$ cat config.mk
export PLATFORM = sky130hd
export DESIGN_NAME = apb_slave_regfile_flat
export DESIGN_NICKNAME = d
export VERILOG_FILES = /design/src/rtl/apb_pkg.sv /design/src/rtl/apb_slave_regfile_if.sv /design/src/rtl/apb_protocol_fsm.sv /design/src/rtl/apb_slave_regfile.sv /design/src/flat_wrapper.sv
export SDC_FILE = /design/constraint.sdc
export NUM_CORES = 1
export LEC_CHECK = 0
export CAP_MARGIN = 20
export CORE_AREA = 10 10 203 281
export CTS_BUF_LIST = sky130_fd_sc_hd__clkbuf_2 sky130_fd_sc_hd__clkbuf_4 sky130_fd_sc_hd__clkbuf_8
export DETAILED_ROUTE_END_ITERATION = 16
export DIE_AREA = 0 0 213 291
export GPL_TIMING_DRIVEN = 1
export PLACE_DENSITY = 0.77
export REMOVE_ABC_BUFFERS = 1
export SKIP_CTS_REPAIR_TIMING = 1
export SLEW_MARGIN = 30
export SYNTH_ARGS = -nofsm -noshare
export SYNTH_HDL_FRONTEND = slang
export SYNTH_SLANG_ARGS = --single-unit
$ cat constraint.sdc
create_clock -name Hclk -period 3.2 [get_ports Hclk]
set_input_delay 0.8 -clock Hclk [delete_from_list [all_inputs] [get_ports Hclk]]
set_output_delay 0.8 -clock Hclk [all_outputs]
set_load 0.05 [all_outputs]
$ cat src/rtl/apb_pkg.sv
// ---------------------------------------------------------------------------
// apb_pkg
// Shared definitions for the APB register-file slave:
//   - apb_state_e : protocol FSM states (IDLE / SETUP / ACCESS)
//   - REG_CNT     : index of the counter/status register
//   - REG_ID      : index of the read-only ID register
//   - WIN_BITS    : log2 of the 64-byte address window
//   - apb_cap_t   : setup-phase capture of address, direction and data
//   - sat_inc16   : saturating 16-bit increment used by both counters
// ---------------------------------------------------------------------------
package apb_pkg;

  typedef enum logic [1:0] {
    IDLE   = 2'd0,
    SETUP  = 2'd1,
    ACCESS = 2'd2
  } apb_state_e;

  localparam logic [3:0]  REG_CNT     = 4'd14;
  localparam logic [3:0]  REG_ID      = 4'd15;
  localparam int unsigned NUM_RW_REGS = 14;
  localparam int unsigned WIN_BITS    = 6;

  typedef struct packed {
    logic [31:0] addr;
    logic        write;
    logic [31:0] wdata;
  } apb_cap_t;

  function automatic logic [15:0] sat_inc16(input logic [15:0] value);
    return (value == 16'hFFFF) ? value : value + 16'd1;
  endfunction

endpackage

$ cat src/rtl/apb_slave_regfile_if.sv
// ---------------------------------------------------------------------------
// apb_slave_regfile_if
// APB bus between the AHB-to-APB bridge (master) and one register-file slave.
//   Pwrite  : 1 = write, 0 = read
//   Psel    : one-hot slave select, one bit per slave slot
//   Penable : access-phase strobe
//   Paddr   : byte address
//   Pwdata  : write data
//   Pr_data : read data returned to the bridge
//   Perr    : one-cycle protocol/decode error pulse
// ---------------------------------------------------------------------------
interface apb_slave_regfile_if;

  logic        Pwrite;
  logic [2:0]  Psel;
  logic        Penable;
  logic [31:0] Paddr;
  logic [31:0] Pwdata;
  logic [31:0] Pr_data;
  logic        Perr;

  modport master (
    output Pwrite, Psel, Penable, Paddr, Pwdata,
    input  Pr_data, Perr
  );

  modport slave (
    input  Pwrite, Psel, Penable, Paddr, Pwdata,
    output Pr_data, Perr
  );

endinterface

$ cat src/rtl/apb_protocol_fsm.sv
// ---------------------------------------------------------------------------
// apb_protocol_fsm
// Tracks the APB setup/access sequence seen by one slave and flags protocol
// violations. The state is registered, so it trails the bus by one cycle:
// state SETUP means the previous cycle was a setup phase and the bus should
// now be in its access phase.
//   Hclk, Hreset : clock, synchronous active-high reset
//   sel          : this slave's Psel bit
//   Penable      : APB access strobe
//   stable       : address/direction/data still equal to the setup capture
//   state        : current protocol state
//   setup_done   : a setup phase is being sampled this edge (take a capture)
//   access_ok    : a clean access phase ends this edge (commit / load read)
//   err          : a protocol error is being sampled this edge
// ---------------------------------------------------------------------------
module apb_protocol_fsm
  import apb_pkg::*;
(
  input  logic       Hclk,
  input  logic       Hreset,
  input  logic       sel,
  input  logic       Penable,
  input  logic       stable,
  output apb_state_e state,
  output logic       setup_done,
  output logic       access_ok,
  output logic       err
);

  apb_state_e next_state;

  // The strobes are decided from the current state and the bus inputs so the
  // top can act on the same edge that ends each bus phase.
  always_comb begin
    // NOTE: every output gets a default first so no path leaves one unassigned and no latch is inferred.
    next_state = state;
    setup_done = 1'b0;
    access_ok  = 1'b0;
    err        = 1'b0;
    unique case (state)
      IDLE: begin
        if (sel && !Penable) begin
          next_state = SETUP;
          setup_done = 1'b1;
        end else if (sel && Penable) begin
          err = 1'b1;              // access phase without a setup phase
        end
      end
      SETUP: begin
        if (!sel) begin
          err        = 1'b1;       // transfer abandoned after setup
          next_state = IDLE;
        end else if (!Penable) begin
          setup_done = 1'b1;       // setup repeated: re-take the capture
        end else begin
          next_state = ACCESS;
          access_ok  = stable;
          err        = !stable;
        end
      end
      ACCESS: begin
        if (!sel) begin
          next_state = IDLE;
        end else if (!Penable) begin
          next_state = SETUP;      // back-to-back transfer
          setup_done = 1'b1;
        end else begin
          err        = 1'b1;       // no wait states, so Penable may not persist
          next_state = IDLE;
        end
      end
      default: next_state = IDLE;
    endcase
  end

  always_ff @(posedge Hclk) begin
    // NOTE: sequential state uses <= so every flop samples pre-edge values regardless of block ordering.
    if (Hreset) state <= IDLE;
    else        state <= next_state;
  end

endmodule

$ cat src/rtl/apb_slave_regfile.sv
// ---------------------------------------------------------------------------
// apb_slave_regfile
// APB register-file slave: 14 read/write words, a counter/status word at
// index 14 ({err_cnt, wr_cnt}, cleared by any write) and a read-only ID word
// at index 15, in a 64-byte window at BASE_ADDR.
//   SLOT      : which Psel bit selects this slave (0..2)
//   BASE_ADDR : window base address (64-byte aligned)
//   ID_VALUE  : constant returned by register 15
//   Hclk      : clock
//   Hreset    : synchronous active-high reset
//   bus       : APB slave port (Psel/Penable/Pwrite/Paddr/Pwdata in,
//               Pr_data/Perr out)
// ---------------------------------------------------------------------------
module apb_slave_regfile
  import apb_pkg::*;
#(
  parameter int unsigned SLOT      = 0,
  parameter logic [31:0] BASE_ADDR = 32'h8000_0000,
  parameter logic [31:0] ID_VALUE  = 32'hA5B0_0001
) (
  input logic                Hclk,
  input logic                Hreset,
  apb_slave_regfile_if.slave bus
);

  localparam logic [1:0] SLOT_IDX = 2'(SLOT);

  apb_state_e  state;
  logic        sel;
  logic        stable;
  logic        setup_done;
  logic        access_ok;
  logic        fsm_err;
  apb_cap_t    cap_q;
  logic [31:0] regs [NUM_RW_REGS];
  logic [15:0] wr_cnt;
  logic [15:0] err_cnt;
  logic [31:0] pr_data_q;
  logic        perr_q;
  logic [3:0]  idx;
  logic        in_window;
  logic        wr_hit;
  logic        cnt_clr;
  logic        rd_load;
  logic        err_event;
  logic [31:0] rd_data;
  logic        unused_psel;

  // Only our own select bit matters; the others belong to sibling slaves.
  assign sel         = bus.Psel[SLOT_IDX];
  assign unused_psel = ^bus.Psel;

  // Any change between the sampled setup phase and the access phase is a
  // protocol violation.
  assign stable = (bus.Paddr  == cap_q.addr)  &&
                  (bus.Pwrite == cap_q.write) &&
                  (bus.Pwdata == cap_q.wdata);

  apb_protocol_fsm u_fsm (
    .Hclk       (Hclk),
    .Hreset     (Hreset),
    .sel        (sel),
    .Penable    (bus.Penable),
    .stable     (stable),
    .state      (state),
    .setup_done (setup_done),
    .access_ok  (access_ok),
    .err        (fsm_err)
  );

  // Decode from the capture; on a clean access it equals the live address.
  assign idx       = cap_q.addr[WIN_BITS-1:2];
  assign in_window = (cap_q.addr[31:WIN_BITS] == BASE_ADDR[31:WIN_BITS]) &&
                     (cap_q.addr[1:0] == 2'b00);

  assign wr_hit    = access_ok && in_window && cap_q.write && (idx < REG_CNT);
  assign cnt_clr   = access_ok && in_window && cap_q.write && (idx == REG_CNT);
  assign rd_load   = access_ok && !cap_q.write;
  // A decode error on an otherwise clean access is one error event; an
  // unstable access is already flagged by the FSM, so the two never double up.
  assign err_event = fsm_err || (access_ok && !in_window);

  always_comb begin
    rd_data = '0;
    if (in_window) begin
      if (idx == REG_ID)       rd_data = ID_VALUE;
      else if (idx == REG_CNT) rd_data = {err_cnt, wr_cnt};
      else                     rd_data = regs[idx];
    end
  end

  always_ff @(posedge Hclk) begin
    if (Hreset) begin
      cap_q     <= '0;
      wr_cnt    <= '0;
      err_cnt   <= '0;
      pr_data_q <= '0;
      perr_q    <= 1'b0;
      // NOTE: the register array is built from flops rather than a RAM macro, so reset can clear it.
      for (int i = 0; i < int'(NUM_RW_REGS); i++) regs[i] <= '0;
    end else begin
      if (setup_done) cap_q <= '{addr: bus.Paddr, write: bus.Pwrite, wdata: bus.Pwdata};

      if (wr_hit) regs[idx] <= cap_q.wdata;

      // A clear through register 14 takes priority over any increment.
      if (cnt_clr) begin
        wr_cnt  <= '0;
        err_cnt <= '0;
      end else begin
        if (wr_hit)    wr_cnt  <= sat_inc16(wr_cnt);
        if (err_event) err_cnt <= sat_inc16(err_cnt);
      end

      // Read data holds between read loads; writes leave it untouched.
      if (rd_load) pr_data_q <= rd_data;

      perr_q <= err_event;
    end
  end

  assign bus.Pr_data = pr_data_q;
  assign bus.Perr    = perr_q;

endmodule

$ cat src/flat_wrapper.sv
// flat-port wrapper written by rule: the top's interface ports become plain ports
module apb_slave_regfile_flat import apb_pkg::*;
#(
  parameter int unsigned SLOT      = 0,
  parameter logic [31:0] BASE_ADDR = 32'h8000_0000,
  parameter logic [31:0] ID_VALUE  = 32'hA5B0_0001
)
  (Hclk, Hreset, bus_Pwrite, bus_Psel, bus_Penable, bus_Paddr, bus_Pwdata, bus_Pr_data, bus_Perr);
  apb_slave_regfile_if bus_i ();
  input logic Hclk;
  input logic Hreset;
  input wire logic [$bits(bus_i.Pwrite)-1:0] bus_Pwrite;
  input wire logic [$bits(bus_i.Psel)-1:0] bus_Psel;
  input wire logic [$bits(bus_i.Penable)-1:0] bus_Penable;
  input wire logic [$bits(bus_i.Paddr)-1:0] bus_Paddr;
  input wire logic [$bits(bus_i.Pwdata)-1:0] bus_Pwdata;
  output wire logic [$bits(bus_i.Pr_data)-1:0] bus_Pr_data;
  output wire logic [$bits(bus_i.Perr)-1:0] bus_Perr;
  assign bus_i.Pwrite = bus_Pwrite;
  assign bus_i.Psel = bus_Psel;
  assign bus_i.Penable = bus_Penable;
  assign bus_i.Paddr = bus_Paddr;
  assign bus_i.Pwdata = bus_Pwdata;
  assign bus_Pr_data = bus_i.Pr_data;
  assign bus_Perr = bus_i.Perr;
  apb_slave_regfile #(.SLOT(SLOT), .BASE_ADDR(BASE_ADDR), .ID_VALUE(ID_VALUE)) u_core (.Hclk(Hclk), .Hreset(Hreset), .bus(bus_i));
endmodule
==> results.toml, run 1 <==
[sta]
setup_tns_ns = -0.00481
slew_violations = 0
clock_skew_ns = 0.0345
fin_crit_sh_pct = 100
setup_viol = 2
fin_crit_ns = 3.20
slew_headroom_pct = 34.8
fin_ws_ns = -0.00240
tightest_slew_ns = 0.974
hold_violations = 0
fmax_mhz = 312

[synth]
netlist.area_leader.share_pct = 52.7
ys_seq_elements = 648
yosys-top-cells-area = "edfxtp_1 53%, mux4_2 12%, and2_1 9.7%"
synth.avg_cell_area_um2 = 13.7
yosys_warnings = 0
yosys.cell_types.count = 49
syn_inst = 2130
synth-edff-count = 512
yosysTopAreaCell = "edfxtp_1"
synth_seq_area_share_pct = 62.1
synth_flop_cell = "edfxtp_1"
async_flop_share_pct = 0
synth_area_um2 = 29200

[grt]
grt_max_degree = 54
grt_usage_pct = 25.2
top_usage_layer = "met2"
grt_pass1_wl_um = 116000
use_met1_pct = 30.0
use_met2_pct = 42.8
overflow = 0
antenna_found_initial = 4
met3_usage_pct = 5.16
grt_pass1_vias = 19300

[finish]
register_area_um2 = 18100
nFillCells = 3446
layout-drive-gt1-share_pct = 22.4
nets = 2484
area_delta_synth_final_pct = 19.7
multi_input_area_um2 = 10800

[clock_tree]
clk_pin_slew_ns = 0.06
root_buffer = "clkbuf_8"
htree_levels = 3
numCtsBuffers = 96
cts_sinks = 648
tritoncts = "built"
cts.path.max_buffers = 3
insertion_delay_ns = 0.70

[critical_path]
crit_top_cell = "clkbuf_16"
reg2reg_to = "u_core.regs[2][26]"
path_cells = "clkdlybuf4s50_1, xnor2_1, buf_4, nand4_1, nor4_4, and4_4, nand4_4, clkbuf_16, nor3_4, or2_4, clkbuf_16"
critical_path_class = "input port to flip-flop"
critPathMaxFanout = 9
cp-end-kind = "flip-flop"
startpoint_type = "input port"
critPathSlowestCell = "clkdlybuf4s50_1"
arrival_ns = 3.59
worstRegToRegCells = 9
rr_startpoint = "u_core.cap_q[60]"
reg2reg_setup_slack_ns = 0.17
cpPeakStageDelay_ns = 0.62
critical_path_required_ns = 3.58

[floorplanning]
start_util_pct = 56.2
row_count = 99
die_y_um = 291
die_x_um = 213
die-area_um2 = 62000
io_pins = 104
core_area_um2 = 51900

[routing]
routed_via_density = 6.08
dr.first_iter.drc_count = 2105
routedWlPerCell_um = 25.8
ant_nets = 0
drc = 0
via_count = 19100
drt-total-wl_um = 81300
firstDrtPassIters = 5

[worst_hold_path]
hold_path_class = "input port to flip-flop"
min_from = "bus_Pwdata[20]"
hold_depth = 3
hold_end = "u_core.cap_q[20]"

[power]
vdd.ir_drop.worst_mv = 0.322
p_leak_uw = 0.0121
p_total_uw = 18100
cellPowerDensity_nw_per_um2 = 519

[place]
numPortBuffers = 101
hpwl_um = 51800
gp_congestion = 0.906

[run_status]
status = "finished with violations"
failed_checks = "negative setup slack"

[job]
drv_cap = 0
[cells in the final DEF, fill, tap and decap left out, types with 5 or more instances in the layout]
master and instances:
clkbuf_4 33, nor2_1 21, or2_4 14, conb_1 64, mux2i_1 9, clkinv_1 18, nor4_1 8, xor2_1 8
mux4_2 160, nand2b_1 13, dfxtp_1 132, a21oi_1 117, clkbuf_16 9, and4_1 6, clkinv_2 13, nand3_1 25
ha_1 6, and2_1 452, nor3_1 5, xnor2_1 55, and3_1 5, edfxtp_1 512, clkbuf_8 109, nand2_1 242
nand4_1 28, buf_4 124, nor3_4 13, a211o_1 23, dlymetal6s2s_1 5, buf_12 45, o21ai_0 26, clkdlybuf4s50_1 95
or3_1 20
[cell type report]
type	instances	area share (%)
diodes	1	0.00717
clock buffers	141	4.97
clock inverters	39	0.810
inverters	4	0.0430
multi-input cells	1373	31.0
flip-flops and latches	648	51.8
well taps	656	2.35
repair buffers	284	9.02
[where the power goes]
part	leakage (uW)	internal [uW]	switching, uW	total, uW
sequential	0.00602	9450	166	9610
clock	0.00106	3810	3160	6970
combinational	0.00506	708	835	1540
[sequential cells by signal (all words and copies together), names as in the netlist, named ones only]
signal              flops
u_core.bus.Perr         1
u_core.wr_cnt          16
u_core.u_fsm.state      2
u_core.cap_q           65
u_core.err_cnt         16
u_core.bus.Pr_data     32
u_core.regs           512
[worst max-delay path: cells and delay by family]
kind          cells  cell delay, ns
xor+xnor          1            0.18
buf+inv           4            1.23
simple gates      6            1.35
[cells by family (layout without fill, tap and decap cells)]
| group | after synthesis | count (layout) | synth area share (%) |
|---|---|---|---|
| AO/OA/AOI/OAI | 193 | 193 | 3.87 |
| XOR/XNOR | 67 | 67 | 2.01 |
| adder cells (fa/ha/maj) | 6 | 6 | 0.257 |
| buffers and inverters | 172 | 468 | 2.34 |
| flip-flops | 648 | 648 | 62.1 |
| multiplexers | 170 | 170 | 12.7 |
| other | 1 | 65 | 0.0129 |
| AND/OR/NAND/NOR | 873 | 873 | 16.7 |
[per-stage QoR]
step | setup slack [ns] | utilization [%] | std cells | hold slack, ns | cell area [um2]
final | -0.00240 | 67.3 | 3146 | 0.445 | 34900
after global routing | -0.0562 | 67.3 | 3146 | 0.439 | 34900
after CTS | -0.157 | 66.4 | 3130 | 0.387 | 34500
after detailed placement | -0.883 | 62.5 | 2950 | 0.448 | 32400
after global placement | -0.806 | 62.5 | 2950 | 0.442 | 32400
after floorplan | -3.62 | - | 2025 | 0.451 | 28700
[synth_stat cells, drive strengths merged (2+ instances only)]
cell and n:
edfxtp 512, and2 452, nand2 242, mux4 160, dfxtp 136, clkbuf 135, a21oi 118, xnor2 59
buf 33, nand4 29, o21ai 28, nand3 25, a211o 23, nor2 22, nor3 20, or3 20
or2 14, nand2b 13, nor4 11, mux2i 9, and4 8, xor2 8, ha 6, and3 5
a2111oi 4, inv 4, nor2b 4, o211ai 4, or4 4, a2111o 3, a31oi 3, a211oi 2
a21boi 2, a31o 2, nand3b 2, o21a 2
[worst max-delay path by stage]
stage	start	end	slack, ns	depth (start not counted)
2_1_floorplan	flip-flop	u_core.bus.Pr_data[2]	-3.62	5
3_3_place_gp	bus_Pwdata[5]	u_core.regs[4][9]	-0.81	11
3_5_place_dp	bus_Pwdata[5]	u_core.regs[9][16]	-0.88	11
4_1_cts	bus_Pwdata[5]	u_core.regs[9][16]	-0.16	11
5_1_grt	bus_Pwdata[17]	u_core.regs[4][21]	-0.06	10
6_report	bus_Pwdata[14]	u_core.regs[2][26]	-0.002	11
[routing by layer]
metal | routed length [um] | part of all wire [%]
met1 | 28200 | 35
met2 | 42000 | 52
met3 | 7340 | 9.0
met4 | 3770 | 4.6
met5 | 13 | 0.016
No activity file was read; power rests on OpenSTA's default activity.
==> run 2, diff against run 1 <==
--- a/config.mk
+++ b/config.mk
@@ -14,6 +14,7 @@
 export PLACE_DENSITY = 0.77
 export REMOVE_ABC_BUFFERS = 1
 export SKIP_CTS_REPAIR_TIMING = 1
+export SKIP_LAST_GASP = 1
 export SLEW_MARGIN = 30
 export SYNTH_ARGS = -nofsm -noshare
 export SYNTH_HDL_FRONTEND = slang
==> constraint.sdc (replaced) <==
create_clock -name Hclk -period 3.2 [get_ports Hclk]
set_input_delay 0.8 -clock Hclk [delete_from_list [all_inputs] [get_ports Hclk]]
set_output_delay 0.8 -clock Hclk [all_outputs]
set_load 0.1 [all_outputs]
==> run 2 against run 1 <==
Compared with the run above: the flow still finishes with violations (negative setup slack); cell count decreased by 0.64%; core utilization decreased by 0.78 points; clock power decreased by 3.3%; die area unchanged; count of clock-buffer cells in the layout increased by 17; total power decreased by 1.4%; sequential power about the same; critical path type unchanged; largest cell class unchanged; largest power group unchanged.
==> results.toml, run 2 (synthesis results as in run 1) <==
[run_status]
status = "finished with violations"
failed_checks = "negative setup slack"

[worst_hold_path]
hold_path_class = "input port to flip-flop"
hold_depth = 3

[critical_path]
worstRegToRegCells = 9
cp_num_buf_inv = 3
crit_cells = 10
critPathSlowestCell = "a2111oi_0"
cp-end-kind = "flip-flop"
arrival_ns = 3.90
cpPeakStageDelay_ns = 0.55
critical_path_required_ns = 3.83
path_cells = "clkdlybuf4s50_1, xnor2_1, nand4_1, nor4_4, and4_1, buf_4, nand4_1, a2111oi_0, buf_4, mux2i_1"
startpoint_type = "input port"
critPathTopFamily = "simple AND/OR/NAND/NOR gates"
critical_path_class = "input port to flip-flop"
critPathMaxFanout = 7

[routing]
routed_via_density = 6.00
drt-total-wl_um = 77600
firstDrtPassIters = 7
via_count = 18800
drc = 0
ant_nets = 0
dr.first_iter.drc_count = 1866
routedWlPerCell_um = 24.8

[clock_tree]
cts.path.max_buffers = 3
numCtsBuffers = 93
htree_levels = 3
clk_pin_slew_ns = 0.07
tritoncts = "built"
insertion_delay_ns = 0.71
root_buffer = "clkbuf_8"
cts_sinks = 648

[grt]
antenna_found_initial = 1
grt_pass1_vias = 19400
overflow = 0
grt_max_degree = 59
grt_usage_pct = 25.3
grt_pass1_wl_um = 116000

[power]
p_leak_uw = 0.0121
vdd.ir_drop.worst_mv = 0.310
p_total_uw = 17900
cellPowerDensity_nw_per_um2 = 517

[sta]
setup_viol = 101
whs_ns = 0.447
slew_violations = 0
fin_crit_sh_pct = 102
hold_violations = 0
tightest_slew_ns = 0.982
slew_headroom_pct = 34.3
fin_ws_ns = -0.0695
fmax_mhz = 306
fin_crit_ns = 3.27
clock_skew_ns = 0.0370

[floorplanning]
die_y_um = 291
die-area_um2 = 62000
die_x_um = 213
core_area_um2 = 51900
io_pins = 104
start_util_pct = 56.2
row_count = 99

[finish]
nets = 2469
nFillCells = 3501
final_cell_mix = "512 x edfxtp_1, 452 x and2_1, 242 x nand2_1"
stdcell_count = 3126
largest_register = "u_core.regs"
largest_reg_flops = 512
area_delta_synth_final_pct = 18.4
layout-drive-gt1-share_pct = 23.6
final_area_um2 = 34500
final_common_cell = "edfxtp_1"

[place]
hpwl_um = 52000
dp.cells = 2952
dpl_cell_area_um2 = 32400
gp_congestion = 0.929
numPortBuffers = 101

[job]
drv_cap = 0
## run 2: cell type report
class | instances | area [um2] | share of cell area (%)
flip-flops and latches | 648 | 18100 | 52.5
repair buffers | 272 | 2870 | 8.32
well taps | 656 | 821 | 2.38
clock buffers | 158 | 1870 | 5.41
clock inverters | 14 | 65.1 | 0.188
multi-input cells | 1373 | 10800 | 31.2
diodes | 1 | 2.50 | 0.00725
inverters | 4 | 15.0 | 0.0435
## run 2: worst register-to-register path, stage by stage, from the launching register on
cell	delay [ns]
dfxtp_1	0.53
xnor2_1	0.16
nand4_1	0.31
nor4_4	0.44
and4_1	0.32
buf_4	0.14
nand4_1	0.29
a2111oi_0	0.56
buf_4	0.20
mux2i_1	0.16
## run 2: metal layers
metal	track usage [%]	vias up	wire (um)
li1	-	8221	-
met1	30.0	9366	27100
met2	43.1	978	40600
met3	4.47	185	6860
met4	12.8	0	3080
met5	0	-	0
## run 2: path summary, 6_finish.rpt
path | startpoint | end | slack, ns
worst max-delay path | bus_Pwdata[25] | u_core.err_cnt[11] | -0.07
worst min-delay path | bus_Paddr[27] | u_core.cap_q[60] | 0.45
worst max register to register | u_core.cap_q[60] | u_core.err_cnt[11] | 0.02
worst min register to register | u_core.bus.Pr_data[18] | u_core.bus.Pr_data[18] | 0.45
## run 2: metrics by stage
stage	utilization (%)	setup WS (ns)	setup TNS [ns]
final	66.5	-0.0695	-1.30
after floorplan	-	-3.62	-782.01
after detailed placement	62.5	-0.993	-806.85
after global routing	66.5	-0.0481	-2.22
after CTS	66.2	-0.278	-112.51
after global placement	62.5	-0.910	-709.54
## run 2: power breakdown
| group | switching (uW) | internal (uW) |
|---|---|---|
| Sequential | 163 | 9450 |
| Clock | 3080 | 3660 |
| Combinational | 809 | 700 |
